`src/rtl/sram_rmw_ctrl.sv`:
```
// sram_rmw_ctrl: req/gnt/rvalid data-memory port to a word-only single-port SRAM.
// Byte-masked writes become an internal read-modify-write. Every launch waits
// for SRAM READY.
//
// Ports:
//   clk, rst_n       clock, asynchronous active-low reset
//   req_i, gnt_o     request / combinational grant (accept when both high)
//   addr_i           byte address, bits [1:0] ignored
//   we_i, be_i       write enable, byte enables
//   wdata_i          write data
//   rvalid_o         one-cycle response per accepted request
//   rdata_o          read data (0 for write responses)
//   sram_writen_o    SRAM WRITEn (0 = write)
//   sram_addr_o      SRAM word address
//   sram_wdata_o     SRAM write data
//   sram_rdata_i     SRAM read data, valid the cycle after a read launch
//   sram_ready_i     SRAM READY, gates every launch
module sram_rmw_ctrl #(
    parameter int unsigned ADDR_WIDTH = 11,
    parameter int unsigned DATA_WIDTH = 32
) (
    input  logic                      clk,
    input  logic                      rst_n,
    input  logic                      req_i,
    output logic                      gnt_o,
    input  logic [ADDR_WIDTH+1:0]     addr_i,
    input  logic                      we_i,
    input  logic [DATA_WIDTH/8-1:0]   be_i,
    input  logic [DATA_WIDTH-1:0]     wdata_i,
    output logic                      rvalid_o,
    output logic [DATA_WIDTH-1:0]     rdata_o,
    output logic                      sram_writen_o,
    output logic [ADDR_WIDTH-1:0]     sram_addr_o,
    output logic [DATA_WIDTH-1:0]     sram_wdata_o,
    input  logic [DATA_WIDTH-1:0]     sram_rdata_i,
    input  logic                      sram_ready_i
);

    localparam int unsigned NumBytes = DATA_WIDTH / 8;

    typedef enum logic [1:0] {
        StIdle,
        StResp,
        StRmwMerge,
        StRmwWrite
    } state_e;

    state_e                  state_q, state_d;
    logic [ADDR_WIDTH-1:0]   addr_q, addr_d;
    logic [NumBytes-1:0]     be_q, be_d;
    logic [DATA_WIDTH-1:0]   wdata_q, wdata_d;
    logic [DATA_WIDTH-1:0]   merge_q, merge_d;
    logic                    resp_wr_q, resp_wr_d;

    // Word addressing drops the byte offset.
    logic unused_addr_bits;
    assign unused_addr_bits = ^addr_i[1:0];

    always_comb begin
        state_d       = state_q;
        addr_d        = addr_q;
        be_d          = be_q;
        wdata_d       = wdata_q;
        merge_d       = merge_q;
        resp_wr_d     = resp_wr_q;
        sram_writen_o = 1'b1;
        sram_addr_o   = addr_q;
        sram_wdata_o  = '0;
        rvalid_o      = 1'b0;
        rdata_o       = '0;

        // rst_n in the grant keeps the port quiet while reset is held.
        gnt_o = rst_n & req_i & sram_ready_i &
                ((state_q == StIdle) | (state_q == StResp));

        case (state_q)
            StResp: begin
                rvalid_o = 1'b1;
                if (!resp_wr_q) begin
                    rdata_o = sram_rdata_i;
                end
                state_d = StIdle;
            end
            StRmwMerge: begin
                // Old word arrives this cycle from the read launched at accept.
                for (int n = 0; n < NumBytes; n++) begin
                    merge_d[8*n +: 8] = be_q[n] ? wdata_q[8*n +: 8] : sram_rdata_i[8*n +: 8];
                end
                state_d = StRmwWrite;
            end
            StRmwWrite: begin
                if (sram_ready_i) begin
                    sram_writen_o = 1'b0;
                    sram_wdata_o  = merge_q;
                    state_d       = StResp;
                end
            end
            default: ;
        endcase

        // Grant is only possible in IDLE/RESP, so it never overlaps an RMW write.
        if (gnt_o) begin
            sram_addr_o = addr_i[ADDR_WIDTH+1:2];
            addr_d      = addr_i[ADDR_WIDTH+1:2];
            resp_wr_d   = we_i;
            state_d     = StResp;
            if (we_i) begin
                if (be_i == '1) begin
                    sram_writen_o = 1'b0;
                    sram_wdata_o  = wdata_i;
                end else if (be_i != '0) begin
                    // Partial write: this cycle's access reads the old word.
                    be_d    = be_i;
                    wdata_d = wdata_i;
                    state_d = StRmwMerge;
                end
            end
        end
    end

    always_ff @(posedge clk or negedge rst_n) begin
        if (!rst_n) begin
            state_q   <= StIdle;
            addr_q    <= '0;
            be_q      <= '0;
            wdata_q   <= '0;
            merge_q   <= '0;
            resp_wr_q <= 1'b0;
        end else begin
            state_q   <= state_d;
            addr_q    <= addr_d;
            be_q      <= be_d;
            wdata_q   <= wdata_d;
            merge_q   <= merge_d;
            resp_wr_q <= resp_wr_d;
        end
    end

endmodule

```
`config.mk`:
```
export PLATFORM = sky130hd
export DESIGN_NAME = sram_rmw_ctrl
export DESIGN_NICKNAME = d
export VERILOG_FILES = /design/src/rtl/sram_rmw_ctrl.sv
export SDC_FILE = /design/constraint.sdc
export NUM_CORES = 1
export LEC_CHECK = 0
export BUFFER_PORTS_ARGS = -buffer_cell sky130_fd_sc_hd__buf_2
export CORE_UTILIZATION = 42
export CTS_BUF_LIST = sky130_fd_sc_hd__clkbuf_4 sky130_fd_sc_hd__clkbuf_8
export DETAILED_ROUTE_END_ITERATION = 6
export GPL_TIMING_DRIVEN = 1
export PLACE_DENSITY = 0.79
export SYNTH_ARGS = -nofsm -noshare
export SYNTH_HDL_FRONTEND = slang
export SYNTH_SLANG_ARGS = --single-unit
```
`constraint.sdc`:
```
create_clock -name clk -period 1.9 [get_ports clk]
set_input_delay 0 -clock clk [delete_from_list [all_inputs] [get_ports clk]]
set_output_delay 0 -clock clk [all_outputs]
set_load 0.05 [all_outputs]
```
# ---- Yosys cells after proc, flatten, opt, wreduce, memory -nomap -nowiden
# Index checks and enable logic that the tools add are counted.
dict set report totals {
  ff_bits 82
  wordCells 45
}
dict set report op_classes {
  eq_ne 5
  muxes 24
  n_bitwise 5
  n_reduce_logical 5
}
# operator n
set ops {}
lappend ops {{two-way mux 32 bit} 7}
lappend ops {{two-way mux 8 bit} 4}
lappend ops {{two-way mux 11 bit} 1}
lappend ops {{two-way mux 2 bit} 5}
lappend ops {{nonzero test 4 bit} 2}
lappend ops {{two-way mux 1 bit} 6}
lappend ops {{case mux 2 bit (3 select lines)} 1}
lappend ops {{== test 2 bit (second input constant)} 2}
lappend ops {{== test 4 bit (second input constant)} 1}
lappend ops {{AND reduction 4 bit} 1}
lappend ops {{bitwise AND 1 bit} 3}
lappend ops {{!= test 3 bit (second input constant)} 1}
lappend ops {{== test 2 x 1 -> 1 bit (second input constant)} 1}
lappend ops {{zero test 2 bit} 1}
lappend ops {{AND reduction 2 bit} 1}
lappend ops {{NOT 1 bit} 1}
lappend ops {{bitwise OR 1 bit} 1}

# ---- Longest topological paths before layout
dict set report logic_depth {
  depth_word 5
  depth_mapped 5
}

# ---- Least setup slack after synthesis
# OpenSTA, ideal clock, no wires.
dict set report synth_timing {
  path_type {register to output}
  from {register state_q[1]}
  to {output rdata_o[10]}
  t_arrival_ns 2.114
  t_required_ns 1.900
  slack_ns -0.214
  stages_incl_launch_ff 5
  path_cell_list {dfrtp_1 -> nor2b_1 -> nor2b_1 -> clkbuf_1 -> and2_1}
}
dict set report synth_between {
  elab_chain_len 2
}
# item line_no
set synth_rtl {}
lappend synth_rtl {{from (decl)} 48} ;# state_e state_q, state_d;
lappend synth_rtl {{from (signal assigned)} 123} ;# state_q <= StIdle;
lappend synth_rtl {{from (signal assigned)} 130} ;# state_q <= state_d;
lappend synth_rtl {{== test 2 x 1 -> 1 bit} 76} ;# case (state_q)
lappend synth_rtl {{two-way mux 32 bit} 76}
lappend synth_rtl {{to (decl)} 31} ;# output logic [DATA_WIDTH-1:0] rdata_o,
# No other way between the ends.

# ---- Final worst setup path
dict set report layout_timing {
  from {register state_q[1]}
  to {output sram_wdata_o[20]}
}
dict set report layout_between {
  elab_chain_len 5
}
# item line_no
set layout_rtl {}
lappend layout_rtl {{== test 2 bit} 76}
lappend layout_rtl {{two-way mux 32 bit} 76}
lappend layout_rtl {{two-way mux 32 bit} 108} ;# if (be_i == '1) begin
lappend layout_rtl {{two-way mux 32 bit} 107} ;# if (we_i) begin
lappend layout_rtl {{two-way mux 32 bit *} 102} ;# if (gnt_o) begin
lappend layout_rtl {{to (decl)} 34} ;# output logic [DATA_WIDTH-1:0] sram_wdata_o,
# Every way passes the cells marked *; elsewhere a longest branch is shown, timed or not.

==> flow_summary.ini <==
[clock_tree]
cts_root_buffer = clkbuf_8
cts_tree = yes
cts.clk_slew.worst_paths_ns = 0.07
cts_buffer_depth = 2
insertion_delay_ns = 0.35
cts_buffers = 9
cts_sinks = 82
h-tree-depth = 3

[grt]
track_usage_pct = 24.2
grt_pass1_wl_um = 18400
antenna_found_initial = 0
first_global_vias = 3860
grt_max_degree = 44
overflow = 0

[routing]
vias_per_cell = 5.17
wl_met1_um = 4850
drc_errors = 0
routed_wl_um = 11800
drtAntennaViolNets = 0
met3_length_um = 564
detail_route.first_pass.iterations = 4
wl_met2_um = 6190
highest_layer = met4
routedWlPerCell_um = 16.6
dr.first_iter.drc_count = 141
vias = 3693

[yosys]
synth_top_area_cell = dfrtp_1
synth_area_leaders = dfrtp_1, mux2_2, mux2i_1, a22o_1, nand2_1
synthCells = 356
synth_xor_area_share_pct = 0
synth_top_area_share_pct = 52.1
yosys-top-cells-count = dfrtp_1, nand2_1, mux2_2, o21ai_0
synth_most_common_cell = dfrtp_1
synthSimpleGateAreaFrac_pct = 14.4
syn_nets = 442
ys_seq_elements = 82
syn_area_sq_um = 3940
synth_edf_count = 0
synth-compound-area-share_pct = 11.5
async_reset_ff_share_pct = 100
synth_top_family_by_area = multiplexers
synth.distinct_cells = 24
avgSynthCellArea_sq_um = 11.1
synth_fa_ha_area_share_pct = 0
synth_mux_area_share_pct = 18.4
synth_ff_type = dfrtp_1
seq_area_frac_synth_pct = 52.1
ys_warn_count = 0

[power]
p_int_uw = 4770
max-vdd-ir-drop_mv = 0.780
pwr_density_cell_nw_per_um2 = 1310
swShare_pct = 40.2
combPwrFrac_pct = 41.9
p_switching_uw = 3210
power_frac_seq_pct = 39.1
power.leakage_uw = 0.00312
p_clk_share_pct = 19.0

[floorplan]
start_util_pct = 44.3
placementRows = 34
dieArea_sq_um = 9770
fp.coreArea_sq_um = 8890
io_pins = 164
die_h_um = 98.8
die-width_um = 98.8

[placed_design]
numPortBuffers = 161
gp_congestion = 0.719
dpl.hpwl_um = 7240
place_ws_ns = 0.247

[timing]
final.setup.tns_ns = 0
max_slew_margin_pct = 63.3
tightest_slew_ns = 0.551
fin_skew_ns = 0.0118
maxSlewViolCount = 0
hold_violations = 0
worst_slack_ns = 0.0515
setup_violations = 0
min_period_over_period_pct = 97.3
fin_crit_ns = 1.85
fmax_mhz = 541

[setup_path]
crit_path_start_kind = flip-flop
worstPathRequired_ns = 1.90
arrival_ns = 1.85
setup.worst_path.class = reg2out
cp-end-kind = output pin
crit_fanout = 13

[final_layout]
fin_nets = 687
syn_to_final_growth_pct = 54.6
multi_input_area_sq_um = 1760
final_util_pct = 68.5
layout-drive-gt1-share_pct = 39.8
num_antenna_cells = 0
fillers = 666
register_area_sq_um = 2050

[status]
status = completed

[flow_run]
max_cap_viol_count = 0

[worst_hold_path]
min_path_type = in2reg
-- area by class of cell --
cell class	count	area share, %
Sequential cell	82	33.7
Timing Repair Buffer	260	31.0
Multi-Input combinational cell	246	29.0
Clock buffer	11	2.28
Tap cell	108	2.22
Clock inverter	5	1.68
Inverter	2	0.123
-- sequential cells by signal, summed over array words and instances (netlist names) --
register / cells
merge_q: 32
resp_wr_q: 1
addr_q: 11
state_q: 2
be_q: 4
wdata_q: 32
-- routing by layer --
metal	global-route usage, %	vias up
li1	-	1724
met1	27.7	1797
met2	44.7	147
met3	4.68	25
met4	8.27	0
met5	0	-
-- cells by family after synthesis --
kind of cell | count (synthesis)
simple gates | 112
compound gates | 66
flops | 82
mux | 68
buf+inv | 28
-- per-stage QoR --
stage               std cells  instance area [sq um]  total power, uW  hold WS, ns
floorplan                 356                   3940             5390       -0.296
global placement          614                   4910             6140        0.193
detailed placement        614                   4910             6300        0.199
CTS                       709                   5980             7960      0.00873
global route              714                   6090             8460       0.0225
finish                    714                   6090             7990       0.0314
-- path summary, 6_finish.rpt --
| kind | slack [ns] | endpoint | from | cells past startpoint |
|---|---|---|---|---|
| worst max-delay path | 0.05 | sram_wdata_o[20] | state_q[1]$_DFFE_PN0P_ | 6 |
| worst min-delay path | 0.03 | merge_q[2]$_DFFE_PN0P_ | sram_rdata_i[2] | 3 |
| worst max register to register | 0.21 | be_q[1]$_DFFE_PN0P_ | state_q[1]$_DFFE_PN0P_ | 6 |
| worst min register to register | 0.48 | addr_q[4]$_DFF_PN0_ | addr_q[4]$_DFF_PN0_ | 2 |
| max in group asynchronous | 0.62 | merge_q[8]$_DFFE_PN0P_ | rst_n | 4 |
| min in group asynchronous | 0.36 | wdata_q[25]$_DFFE_PN0P_ | rst_n | 3 |
-- layout by cell type, fill, tap and decap left out, types with 2 or more instances in the layout --
cell type      instances
mux2i_1               32
o21ai_0               33
buf_6                  2
buf_4                 29
buf_12                 3
buf_2                129
mux2_2                35
a22o_1                32
nand2_1               69
clkbuf_4              19
bufinv_16              3
clkbuf_8               9
and2_1                32
dlygate4sd3_1         79
dfrtp_1               82
-- power by group through the flow --
stage               combinational, uW  sequential (uW)  clock [uW]
finish                           3350             3120        1510
global route                     3620             3220        1620
CTS                              3290             3120        1550
detailed placement               3150             3150           0
global placement                 3050             3090           0
floorplan                        2540             2850           0
-- worst max-delay path, stage by stage (launching register included) --
cell and delay (ns):
dfrtp_1 0.38, nand4b_4 0.19, nor3_4 0.20, buf_4 0.18
clkbuf_16 0.18, a22o_1 0.15, clkbuf_4 0.23
-- timing repair --
item / 4_1_cts / 5_1_grt
gates resized for setup: 14 / 22
pin swaps: 0 / 1
gates cloned: 0 / 1
endpoints found under the setup margin: 25 / 58
endpoints found under the hold margin: 120 / 0
hold buffers: 79 / 0
setup buffers: 0 / 4
No activity file was read; power rests on OpenSTA's default activity.
